[src/rtl/reg_trigseq_pkg.sv]
// Shared definitions for the register-programmable trigger sequencer:
// bus address default, FSM state encoding and config byte offsets.
package reg_trigseq_pkg;

  localparam logic [5:0]  SEQ_ADDR_DEF = 6'd52;
  localparam int unsigned DLY_W_DEF    = 24;

  typedef enum logic [2:0] {
    ST_IDLE  = 3'd0,
    ST_ARMED = 3'd1,
    ST_DELAY = 3'd2,
    ST_PULSE = 3'd3,
    ST_GAP   = 3'd4,
    ST_DONE  = 3'd5
  } seq_state_e;

  localparam logic [2:0] BYTE_CTRL  = 3'd0;
  localparam logic [2:0] BYTE_DLY0  = 3'd1;
  localparam logic [2:0] BYTE_DLY1  = 3'd2;
  localparam logic [2:0] BYTE_DLY2  = 3'd3;
  localparam logic [2:0] BYTE_WIDTH = 3'd4;
  localparam logic [2:0] BYTE_COUNT = 3'd5;
  localparam logic [2:0] BYTE_GAP0  = 3'd6;
  localparam logic [2:0] BYTE_GAP1  = 3'd7;

  // Length-minus-one for a phase whose programmed value 0 means 1.
  function automatic logic [15:0] len_m1(input logic [15:0] v);
    return (v == 16'd0) ? 16'd0 : v - 16'd1;
  endfunction

endpackage

[src/rtl/trigseq_sync_edge.sv]
// Two-flop synchronizer followed by a registered rising-edge detector;
// edge_o pulses for one cycle, three edges after an input rise.
module trigseq_sync_edge (
  input  logic clk,
  input  logic reset_i,
  input  logic async_i,
  output logic edge_o
);

  logic s1_q, s2_q, prev_q, edge_q;

  always_ff @(posedge clk) begin
    if (reset_i) begin
      s1_q   <= 1'b0;
      s2_q   <= 1'b0;
      prev_q <= 1'b0;
      edge_q <= 1'b0;
    end else begin
      s1_q   <= async_i;
      s2_q   <= s1_q;
      prev_q <= s2_q;
      edge_q <= s2_q & ~prev_q;
    end
  end

  assign edge_o = edge_q;

endmodule

[src/rtl/reg_trigseq.sv]
// Trigger sequencer: after arm and a trigger edge, emits count+1 pulses of
// programmable width with programmable start delay and inter-pulse gap.
module reg_trigseq
  import reg_trigseq_pkg::*;
#(
  parameter logic [5:0]  SEQ_ADDR = SEQ_ADDR_DEF,
  parameter int unsigned DLY_W    = DLY_W_DEF
) (
  input  logic        clk,
  input  logic        reset_i,
  input  logic [5:0]  reg_address,
  input  logic [15:0] reg_bytecnt,
  input  logic [7:0]  reg_datai,
  output logic [7:0]  reg_datao,
  input  logic        reg_read,
  input  logic        reg_write,
  input  logic        reg_addrvalid,
  input  logic [5:0]  reg_hypaddress,
  output logic [15:0] reg_hyplen,
  input  logic        trig_i,
  output logic        pulse_o,
  output logic        armed_o,
  output logic        busy_o,
  output logic        done_o
);

  logic        wr_sel, rd_sel, arm_s, abort_s, trig_edge;
  logic [23:0] cfg_delay_q;
  logic [7:0]  cfg_width_q, cfg_count_q;
  logic [15:0] cfg_gap_q;
  logic [23:0] w_delay_q;
  logic [7:0]  w_width_q;
  logic [15:0] w_gap_q;
  logic        load_work;

  seq_state_e       state_q, state_d;
  logic [DLY_W-1:0] cnt_q, cnt_d;
  logic [7:0]       pcnt_q, pcnt_d;
  logic             pulse_q;
  logic [7:0]       rdata;

  trigseq_sync_edge u_sync (
    .clk     (clk),
    .reset_i (reset_i),
    .async_i (trig_i),
    .edge_o  (trig_edge)
  );

  assign wr_sel  = reg_write && reg_addrvalid && (reg_address == SEQ_ADDR)
                   && (reg_bytecnt < 16'd8);
  assign rd_sel  = reg_read && reg_addrvalid && (reg_address == SEQ_ADDR);
  assign arm_s   = wr_sel && (reg_bytecnt[2:0] == BYTE_CTRL) && reg_datai[0];
  assign abort_s = wr_sel && (reg_bytecnt[2:0] == BYTE_CTRL) && reg_datai[1];

  always_ff @(posedge clk) begin
    if (reset_i) begin
      cfg_delay_q <= '0;
      cfg_width_q <= 8'd1;
      cfg_count_q <= '0;
      cfg_gap_q   <= 16'd1;
    end else if (wr_sel) begin
      case (reg_bytecnt[2:0])
        BYTE_DLY0:  cfg_delay_q[7:0]   <= reg_datai;
        BYTE_DLY1:  cfg_delay_q[15:8]  <= reg_datai;
        BYTE_DLY2:  cfg_delay_q[23:16] <= reg_datai;
        BYTE_WIDTH: cfg_width_q        <= reg_datai;
        BYTE_COUNT: cfg_count_q        <= reg_datai;
        BYTE_GAP0:  cfg_gap_q[7:0]     <= reg_datai;
        BYTE_GAP1:  cfg_gap_q[15:8]    <= reg_datai;
        default: ;
      endcase
    end
  end

  // Working copy taken at arm so later config writes only affect the next arm.
  always_ff @(posedge clk) begin
    if (reset_i) begin
      w_delay_q <= '0;
      w_width_q <= 8'd1;
      w_gap_q   <= 16'd1;
    end else if (load_work) begin
      w_delay_q <= cfg_delay_q;
      w_width_q <= cfg_width_q;
      w_gap_q   <= cfg_gap_q;
    end
  end

  always_ff @(posedge clk) begin
    if (reset_i) begin
      state_q <= ST_IDLE;
      cnt_q   <= '0;
      pcnt_q  <= '0;
      pulse_q <= 1'b0;
    end else begin
      state_q <= state_d;
      cnt_q   <= cnt_d;
      pcnt_q  <= pcnt_d;
      pulse_q <= (state_d == ST_PULSE);
    end
  end

  always_comb begin
    state_d   = state_q;
    cnt_d     = cnt_q;
    pcnt_d    = pcnt_q;
    load_work = 1'b0;
    if (abort_s) begin
      state_d = ST_IDLE;
    end else begin
      case (state_q)
        ST_IDLE, ST_DONE: begin
          if (arm_s) begin
            state_d   = ST_ARMED;
            load_work = 1'b1;
            pcnt_d    = cfg_count_q;
          end
        end
        ST_ARMED: begin
          if (trig_edge) begin
            if (w_delay_q != 24'd0) begin
              state_d = ST_DELAY;
              cnt_d   = DLY_W'(w_delay_q - 24'd1);
            end else begin
              state_d = ST_PULSE;
              cnt_d   = DLY_W'(len_m1({8'd0, w_width_q}));
            end
          end
        end
        ST_DELAY: begin
          if (cnt_q == '0) begin
            state_d = ST_PULSE;
            cnt_d   = DLY_W'(len_m1({8'd0, w_width_q}));
          end else begin
            cnt_d = cnt_q - 1'b1;
          end
        end
        ST_PULSE: begin
          if (cnt_q == '0) begin
            if (pcnt_q == 8'd0) begin
              state_d = ST_DONE;
            end else begin
              state_d = ST_GAP;
              pcnt_d  = pcnt_q - 8'd1;
              cnt_d   = DLY_W'(len_m1(w_gap_q));
            end
          end else begin
            cnt_d = cnt_q - 1'b1;
          end
        end
        ST_GAP: begin
          if (cnt_q == '0) begin
            state_d = ST_PULSE;
            cnt_d   = DLY_W'(len_m1({8'd0, w_width_q}));
          end else begin
            cnt_d = cnt_q - 1'b1;
          end
        end
        default: state_d = ST_IDLE;
      endcase
    end
  end

  assign pulse_o = pulse_q;
  assign armed_o = (state_q == ST_ARMED);
  assign busy_o  = (state_q == ST_DELAY) || (state_q == ST_PULSE) || (state_q == ST_GAP);
  assign done_o  = (state_q == ST_DONE);

  always_comb begin
    rdata = '0;
    if (rd_sel) begin
      case (reg_bytecnt[2:0])
        BYTE_CTRL:  rdata = {5'b0, done_o, busy_o, armed_o};
        BYTE_DLY0:  rdata = cfg_delay_q[7:0];
        BYTE_DLY1:  rdata = cfg_delay_q[15:8];
        BYTE_DLY2:  rdata = cfg_delay_q[23:16];
        BYTE_WIDTH: rdata = cfg_width_q;
        BYTE_COUNT: rdata = cfg_count_q;
        BYTE_GAP0:  rdata = cfg_gap_q[7:0];
        BYTE_GAP1:  rdata = cfg_gap_q[15:8];
        default:    rdata = '0;
      endcase
    end
  end

  assign reg_datao  = rdata;
  assign reg_hyplen = (reg_hypaddress == SEQ_ADDR) ? 16'd8 : 16'd0;

endmodule

[config.mk]
export PLATFORM = sky130hd
export DESIGN_NAME = reg_trigseq
export DESIGN_NICKNAME = d
export VERILOG_FILES = /design/src/rtl/reg_trigseq_pkg.sv /design/src/rtl/trigseq_sync_edge.sv /design/src/rtl/reg_trigseq.sv
export SDC_FILE = /design/constraint.sdc
export NUM_CORES = 1
export LEC_CHECK = 0
export BUFFER_PORTS_ARGS = -buffer_cell sky130_fd_sc_hd__buf_2
export CAP_MARGIN = 10
export CELL_PAD_IN_SITES_DETAIL_PLACEMENT = 0
export CELL_PAD_IN_SITES_GLOBAL_PLACEMENT = 2
export CORE_MARGIN = 1.5
export CORE_UTILIZATION = 38
export DETAILED_ROUTE_END_ITERATION = 10
export PLACE_DENSITY = 0.89
export SETUP_SLACK_MARGIN = 0.2
export SLEW_MARGIN = 20
export SYNTH_ARGS = -nofsm -noshare
export SYNTH_HDL_FRONTEND = slang
export SYNTH_HIERARCHICAL = 1
export SYNTH_SLANG_ARGS = --single-unit
[constraint.sdc]
create_clock -name clk -period 6.5 [get_ports clk]
set_input_delay 1.3 -clock clk [delete_from_list [all_inputs] [get_ports clk]]
set_output_delay 1.3 -clock clk [all_outputs]
set_load 0.05 [all_outputs]
==> flow_summary.yaml, run 1 <==
worst_setup_path:
  slowest_delay_ns: 0.51
  worst_path_max_delay_cell: "buf_2"
  path_depth: 7
  crit_family: "buffers and inverters"
  cp-start-kind: "input port"
  crit_path_end: "reg_datao[7]"
  path_cells: "buf_2 > nor2b_1 > a221oi_1 > a21oi_1 > nor2_1 > nor2_1 > buf_2"
  rr_worst_depth: 8
  cp-startpoint: "reg_bytecnt[2]"
  worst-path-buf-inv: 2
  cp-end-kind: "primary output"
  timing.rr.end: "pcnt_q[2]"
  r2r_slack_ns: 3.10
  worstSetupPathType: "in2out"
  crit_arrival_ns: 3.01
  r2r_start: "cnt_q[0]"
  path_max_fanout: 30
  worst_ep_required_time_ns: 5.20
timing:
  worstMarginPinSlew_ns: 1.069
  fin_crit_ns: 4.314
  min_period_over_period_pct: 66.37
  finalSetupViolations: 0
  grt_setup_unrepaired: "false"
  fmax_mhz: 231.8
  maxSlewHeadroom_pct: 28.08
  final_max_slew_viol_count: 0
  finalHoldViolCount: 0
  tns_ns: 0
  holdWs_ns: 0.3870
  skew_ns: 0.01722
die:
  fp.dieArea_mm2: 0.02236
  start_util_pct: 38.81
  rows: 53
  chipHeight_um: 149.5
  chipWidth_um: 149.5
  fp.coreArea_mm2: 0.02102
  io_pins: 70
place:
  hpwl_mm: 19.85
  dp.cells: 1364
  place_area_mm2: 0.008463
  gp_congestion: 0.9292
  placement.io_buffers: 54
routing:
  wl_per_cell_um: 19.57
  m1WireLength_mm: 12.82
  routed-wl-met3_mm: 1.415
  vias: 7976
  via_per_inst: 5.713
  drt_wl_total_mm: 27.32
  initialDrtViolationCount: 671
  ant_nets: 0
  drc: 0
  wl_met2_mm: 12.32
  firstDrtPassIters: 5
  top_layer: "met4"
grt:
  grt.overflow.total: 0
  grt.total_usage_pct: 25.00
  grt_max_degree: 110
  antenna_found_initial: 0
  grt_pass1_wl_mm: 42.84
  grt_pass1_vias: 7299
yosys:
  synth_cells: 1098
  yosys.area.top_type: "dfxtp_1"
  synth.most_common_cell: "nand2_1"
  synth-seq-cells: 144
  ys_types: 76
  async_reset_ff_share_pct: 0
  synth-edff-count: 0
  ys.flop_type: "dfxtp_1"
  synth_area_leaders: "dfxtp_1 35%, nand2_1 11%, a21oi_1 8.8%, nor2_1 3.3%, nor3_1 2.8%"
  yosysSeqAreaShare_pct: 35.34
  synth.avg_cell_area_um2: 7.430
  syn_area_mm2: 0.008158
  yosysWarningCount: 6
  synth_top_area_share_pct: 35.34
  synth_common_cells: "245 x nand2_1, 144 x dfxtp_1, 143 x a21oi_1"
layout:
  final.fill_count: 2201
  multi_input_area_mm2: 0.004843
  regArea_mm2: 0.002883
  area.growth.synth_to_final_pct: 11.35
  final_core_util_pct: 43.21
  stdcell_area_mm2: 0.009084
  final_nets: 1156
  antenna_cells: 0
  drive_gt1_share_pct: 11.06
  stdcell_count: 1396
worst_hold_path:
  hp-start: "u_sync/prev_q"
  min_path_type: "reg2reg"
clock_network:
  cts_htree_levels: 4
  cts_resized: 0
  clock-sinks: 144
  cts_made_buffers: 17
  root_buffer: "clkbuf_16"
  ctsHoldBuffers: 0
  cts_tree: "done"
  cts_buffer_depth: 2
  post-cts-setup-buffers: 0
  insertion_delay_ns: 0.44
  clkSlewWorstSetupHoldPaths_ns: 0.08
power:
  vdd_drop_max_mv: 0.1890
  powerDensity_mw_per_mm2: 222.0
  leakagePower_uw: 0.003255
run:
  max_cap_viol_count: 0
status:
  status: "finished clean"
==> power by group <==
| group | switching, µW | internal [µW] | total, µW |
|---|---|---|---|
| Clock | 466 | 587 | 1050 |
| Combinational | 63.9 | 18.0 | 81.8 |
| Sequential | 0.257 | 882 | 883 |
==> registers in the layout, indices dropped and copies added (netlist names) <==
name and flops:
cfg_delay_q 24, u_sync/edge_o 1, w_width_q 8, w_gap_q 16
state_q 3, cfg_width_q 8, pcnt_q 8, u_sync/s1_q 1
cfg_gap_q 16, u_sync/prev_q 1, u_sync/s2_q 1, cnt_q 24
cfg_count_q 8, w_delay_q 24, pulse_o 1
==> cells in the final DEF (no fill, tap or decap), types with 10 or more instances in the layout <==
master / instances
a21oi_1: 143
nand3_1: 22
nand4_1: 10
xor2_1: 12
buf_2: 53
conb_1: 15
o21ai_0: 33
clkbuf_16: 17
inv_1: 22
nor4_1: 25
or4_1: 10
nor3_1: 45
o22ai_1: 11
a31oi_1: 16
o21ai_1: 13
mux2i_1: 18
nor2b_1: 10
xnor2_1: 19
dfxtp_1: 144
nor2_1: 72
nand2_1: 245
==> routing by layer <==
metal	vias up	track usage [%]
li1	3917	-
met1	3701	35.18
met2	307	38.53
met3	51	3.750
met4	0	9.158
met5	-	0
==> per-stage QoR <==
step | power (µW) | setup slack, ns
finish | 2017 | 2.186
global route | 2072 | 1.979
CTS | 2027 | 2.199
detailed placement | 984.0 | 2.205
global placement | 983.8 | 2.255
floorplan | 962.5 | 1.511
==> worst min-delay path by stage <==
stage / endpoint / slack [ns] / depth (start not counted)
3_5_place_dp: u_sync/edge_o / 0.40 / 1
4_1_cts: u_sync/edge_o / 0.39 / 1
3_3_place_gp: u_sync/edge_o / 0.39 / 1
6_report: u_sync/edge_o / 0.39 / 1
2_1_floorplan: u_sync/edge_o / 0.39 / 1
5_1_grt: u_sync/edge_o / 0.40 / 1
==> cells by family after synthesis <==
kind of cell | after synthesis | synth area share [%]
xor gates and xnor gates | 31 | 3.328
and+or+nand+nor | 501 | 29.03
muxes | 26 | 4.003
AOI/OAI and AO/OA | 285 | 21.40
adders and majority gates | 6 | 0.9202
other | 1 | 0.04597
buffers and inverters | 104 | 5.936
DFF | 144 | 35.34
==> area by class of cell <==
| type | instances | area share (%) |
|---|---|---|
| flip-flops and latches | 144 | 31.74 |
| multi-input cells | 864 | 53.32 |
| well taps | 275 | 3.788 |
| repair buffers | 59 | 3.457 |
| clock buffers | 17 | 4.683 |
| inverters | 22 | 0.9091 |
| clock inverters | 15 | 2.107 |
Power figures use the tool's default switching activity.
==> inputs of run 2 (changes only) <==
- CORE_UTILIZATION: 38 -> 32
- PLACE_DENSITY: 0.89 -> 0.8
- clock period: 6.5 -> 3.7 ns (I/O delays scaled with it)
==> flow_summary.yaml, run 2 (synthesis gave the netlist of run 1 again) <==
place:
  gp_congestion: 0.8764
  hpwl_mm: 21.05
  placement.io_buffers: 54
  place_area_mm2: 0.008710
grt:
  antenna_found_initial: 0
  grt_pass1_wl_mm: 44.34
  grt.overflow.total: 0
  grt.total_usage_pct: 21.97
  grt_pass1_vias: 7377
  grt_max_degree: 68
routing:
  via_per_inst: 5.490
  firstDrtPassIters: 5
  initialDrtViolationCount: 711
  wl_per_cell_um: 19.45
  drt_wl_total_mm: 28.57
  ant_nets: 0
  drc: 0
  vias: 8065
clock_network:
  clock-sinks: 144
  cts_tree: "done"
  cts_htree_levels: 4
  cts_made_buffers: 17
  root_buffer: "clkbuf_16"
  clkSlewWorstSetupHoldPaths_ns: 0.06
  insertion_delay_ns: 0.44
  cts_buffer_depth: 2
worst_setup_path:
  worst-path-buf-inv: 3
  timing.rr.end: "pcnt_q[5]"
  r2r_start: "cnt_q[0]"
  crit_family: "simple AND/OR/NAND/NOR gates"
  crit_path_end: "busy_o"
  crit_arrival_ns: 2.47
  r2r_slack_ns: 0.57
  worst_ep_required_time_ns: 2.96
  slowest_delay_ns: 0.63
  path_depth: 5
  path_max_fanout: 13
  path_cells: "nor3b_1 > nor2_2 > inv_1 > buf_4 > buf_2"
  cp-end-kind: "primary output"
  cp-startpoint: "state_q[2]"
  worstSetupPathType: "reg2out"
  rr_worst_depth: 8
  worst_path_max_delay_cell: "dfxtp_1"
  cp-start-kind: "flip-flop"
power:
  vdd_drop_max_mv: 0.2749
  clkPwrFrac_pct: 50.9
  switching_share_pct: 26.18
  switchingPower_uw: 905.0
  p_seq_share_pct: 44.9
  power.share.combinational_pct: 4.3
  leakagePower_uw: 0.003326
  powerDensity_mw_per_mm2: 371.8
  p_int_uw: 2552
die:
  start_util_pct: 32.49
  rows: 58
  io_pins: 70
  fp.coreArea_mm2: 0.02511
  fp.dieArea_mm2: 0.02646
  chipHeight_um: 162.7
  chipWidth_um: 162.7
layout:
  regArea_mm2: 0.002883
  stdcell_area_mm2: 0.009299
  final_cell_mix: "245 x nand2_1, 144 x dfxtp_1, 142 x a21oi_1"
  final_nets: 1175
  top_regs: "cfg_delay_q: 24 flops, cnt_q: 24 flops, w_delay_q: 24 flops"
  final_common_cell: "nand2_1"
  drive_gt1_share_pct: 13.26
  multi_input_area_mm2: 0.004883
  antenna_cells: 0
  area.growth.synth_to_final_pct: 13.99
  final.fill_count: 2788
timing:
  finalHoldViolCount: 0
  skew_ns: 0.02388
  grt_setup_unrepaired: "false"
  min_period_over_period_pct: 86.77
  worstMarginPinSlew_ns: 1.026
  final_max_slew_viol_count: 0
  fin_crit_ns: 3.211
  finalSetupViolations: 0
  maxSlewHeadroom_pct: 31.27
  tns_ns: 0
  fmax_mhz: 311.5
run:
  max_cap_viol_count: 0
worst_hold_path:
  min_path_type: "reg2reg"
status:
  status: "finished clean"
run 2: cell count changes in the layout (fill, tap and decap cells not counted), sizes merged:
cell / before / now
clkinvlp: 0 / 2
bufinv: 2 / 1
buf: 59 / 78
clkinv: 5 / 2
clkbuf: 17 / 18
run 2: timing repair:
action	in CTS	in global routing
hold buffers	0	0
setup endpoints to repair	0	4
gates resized for setup	0	1
setup buffers	0	0
run 2: final cells by class:
cell class | count | area share (%)
Multi-Input combinational cell | 864 | 52.52
Timing Repair Buffer | 78 | 4.871
Tap cell | 330 | 4.440
Sequential cell | 144 | 31.00
Inverter | 22 | 0.8881
Clock inverter | 13 | 1.561
Clock buffer | 18 | 4.723
run 2: through the flow:
| stage | total power (µW) | utilization, % | worst slack (ns) | cells | hold WS [ns] |
|---|---|---|---|---|---|
| floorplan | 1692 | - | 0.2347 | 1112 | 0.3868 |
| global placement | 1734 | 34.69 | 0.4996 | 1438 | 0.3958 |
| detailed placement | 1734 | 34.69 | 0.3887 | 1438 | 0.3961 |
| CTS | 3487 | 37.01 | 0.3840 | 1469 | 0.4048 |
| global route | 3559 | 37.03 | 0.3310 | 1469 | 0.4132 |
| finish | 3457 | 37.03 | 0.4894 | 1469 | 0.4041 |
run 2: worst min path at each step:
stage                        from  depth (start not counted)  slack (ns)             to
finish              u_sync/prev_q                          1        0.40  u_sync/edge_o
global route        u_sync/prev_q                          1        0.41  u_sync/edge_o
CTS                 u_sync/prev_q                          1        0.40  u_sync/edge_o
detailed placement  u_sync/prev_q                          1        0.40  u_sync/edge_o
global placement    u_sync/prev_q                          1        0.40  u_sync/edge_o
floorplan           u_sync/prev_q                          1        0.39  u_sync/edge_o
run 2: power groups by stage:
stage	Sequential, µW	Clock (µW)	Combinational (µW)
2_1_floorplan	1590	0	106
3_3_place_gp	1590	0	147
3_5_place_dp	1590	0	147
4_1_cts	1550	1790	147
5_1_grt	1550	1850	157
6_report	1550	1760	148
run 2: metal layers:
metal / share of wire (%) / global-route usage, %
met1: 48 / 31.07
met2: 45 / 33.76
met3: 4.7 / 3.540
met4: 2.5 / 7.590
met5: 0 / 0
==> inputs of run 3 (changes only) <==
- ABC_AREA: unset -> 1
- CORE_UTILIZATION: 32 -> 30
- PLACE_DENSITY: 0.8 -> 0.81
==> flow_summary.yaml, run 3 <==
clock_network:
  cts_made_buffers: 17
  clock-sinks: 144
  post-cts-setup-buffers: 0
  cts_tree: "done"
  cts_htree_levels: 4
  cts_buffer_depth: 2
  root_buffer: "clkbuf_16"
  insertion_delay_ns: 0.43
  ctsHoldBuffers: 0
  cts_resized: 0
  clkSlewWorstSetupHoldPaths_ns: 0.07
timing:
  final_max_slew_viol_count: 0
  fmax_mhz: 330.6
  grt_setup_unrepaired: "false"
  maxSlewHeadroom_pct: 38.74
  worstMarginPinSlew_ns: 0.9156
  timing.final.ws_setup_ns: 0.6749
  min_period_over_period_pct: 81.76
  skew_ns: 0.01345
  fin_crit_ns: 3.025
  tns_ns: 0
  finalSetupViolations: 0
  finalHoldViolCount: 0
yosys:
  yosys.area.top_type: "dfxtp_1"
  synth_top_area_share_pct: 33.88
  synth_xor_area_share_pct: 3.911
  synth_compound_area_share_pct: 15.01
  synthMuxAreaShare_pct: 0
  synth_cells: 1367
  synth_top_family_by_area: "simple AND/OR/NAND/NOR gates"
  async_reset_ff_share_pct: 0
  synth_common_cells: "362 x nor2_1, 233 x nand2_1, 151 x o21ai_0"
  synth-seq-cells: 144
  synth-edff-count: 0
  syn_area_mm2: 0.008509
  ys_types: 42
  synthSimpleGateAreaFrac_pct: 36.17
  yosysSeqAreaShare_pct: 33.88
  yosysWarningCount: 6
  synth.most_common_cell: "nor2_1"
  synth_fa_ha_area_share_pct: 0.8822
  synth_area_leaders: "dfxtp_1 34%, nor2_1 16%, nand2_1 10%, o21ai_0 8.9%, inv_1 6.2%"
  synth.avg_cell_area_um2: 6.225
  ys.flop_type: "dfxtp_1"
status:
  status: "finished clean"
layout:
  final_nets: 1455
  multi_input_area_mm2: 0.004825
  regArea_mm2: 0.002883
  final_common_cell: "nor2_1"
  drive_gt1_share_pct: 9.225
  area.growth.synth_to_final_pct: 13.26
  final.fill_count: 3138
  top_regs: "cfg_delay_q: 24 flops, cnt_q: 24 flops, w_delay_q: 24 flops"
  final_cell_mix: "362 x nor2_1, 233 x nand2_1, 151 x o21ai_0"
  antenna_cells: 0
power:
  leakagePower_uw: 0.004469
  clkPwrFrac_pct: 45.6
  switchingPower_uw: 1145
  vdd_drop_max_mv: 0.2471
  p_seq_share_pct: 41.8
  power.share.combinational_pct: 12.6
  powerDensity_mw_per_mm2: 389.7
  switching_share_pct: 30.49
  p_int_uw: 2611
  power.total_uw: 3756
grt:
  grt_pass1_vias: 7974
  antenna_found_initial: 0
  grt_max_degree: 110
  grt.total_usage_pct: 19.64
  grt.overflow.total: 0
  grt_pass1_wl_mm: 44.35
die:
  chipHeight_um: 171.4
  io_pins: 70
  fp.dieArea_mm2: 0.02938
  chipWidth_um: 171.4
  start_util_pct: 30.55
  rows: 61
  fp.coreArea_mm2: 0.02786
worst_hold_path:
  hold_depth: 1
  min_path_type: "reg2reg"
routing:
  drc: 0
  wl_per_cell_um: 15.37
  top_layer: "met4"
  initialDrtViolationCount: 596
  firstDrtPassIters: 5
  routed-wl-met3_um: 865
  m1WireLength_mm: 14.01
  wl_met2_mm: 12.49
  vias: 8365
  via_per_inst: 4.652
  ant_nets: 0
  drt_wl_total_mm: 27.64
worst_setup_path:
  worstSetupPathType: "in2out"
  worst_ep_required_time_ns: 2.96
  rr_worst_depth: 11
  cp-end-kind: "primary output"
  crit_arrival_ns: 2.29
  path_max_fanout: 6
  cp-start-kind: "input port"
place:
  pre_cts_ws_ns: 0.6213
  gp_congestion: 0.8566
  placement.io_buffers: 54
  hpwl_mm: 21.00
run:
  max_cap_viol_count: 0
[run 3: cell types whose count changed after synthesis, sizes merged, moves of 18 or more]
cell and delta:
clkbuf -29, mux2i -18, nor3 -36, nor2 +302
inv +126, nand3 +64, a21oi -103, o21ai +119
nor4 -21
[run 3: logic make-up after synthesis]
kind of cell / after synthesis
compound gates: 237
fa+ha+maj: 6
xor+xnor: 38
buf+inv: 200
other cells: 1
flops: 144
simple gates: 741
[run 3: power by group through the flow]
stage	logic, µW	registers [µW]	clock network, µW
global placement	471	1610	0
finish	472	1570	1710
CTS	476	1570	1760
detailed placement	472	1610	0
floorplan	353	1600	0
global route	532	1570	1810
[run 3: worst max-delay path: stages]
cell and delay [ns]:
buf_2 0.13, inv_1 0.06, nand3_1 0.18, inv_1 0.15
nand2_1 0.08, o21ai_0 0.08, nor4_1 0.47, a21oi_1 0.15
buf_2 0.24
[run 3: area by class of cell]
| class | instances | area share, % |
|---|---|---|
| Clock buffer | 18 | 4.557 |
| Clock inverter | 14 | 1.402 |
| Inverter | 148 | 5.842 |
| Multi-Input combinational cell | 1037 | 50.06 |
| Sequential cell | 144 | 29.91 |
| Tap cell | 378 | 4.907 |
| Timing Repair Buffer | 59 | 3.323 |
[run 3: per-layer routing]
| metal | vias to the layer above | global-route usage [%] |
|---|---|---|
| li1 | 4429 | - |
| met1 | 3753 | 27.55 |
| met2 | 164 | 31.67 |
| met3 | 19 | 2.692 |
| met4 | 0 | 4.615 |
| met5 | - | 0 |
[run 3: final timing paths]
check            startpoint            end  slack, ns
max          reg_bytecnt[1]   reg_datao[0]       0.67
min           u_sync/prev_q  u_sync/edge_o       0.40
max reg2reg        cnt_q[0]      cnt_q[15]       1.16
min reg2reg   u_sync/prev_q  u_sync/edge_o       0.40
[run 3: per-stage QoR]
step           util [%]  area [µm²]  hold slack [ns]  std cells
2_1_floorplan         -        8562           0.3823       1381
3_3_place_gp      32.54        9064           0.3875       1766
3_5_place_dp      32.54        9064           0.3902       1766
4_1_cts           34.60        9638           0.4009       1798
5_1_grt           34.60        9638           0.4190       1798
6_report          34.60        9638           0.3985       1798
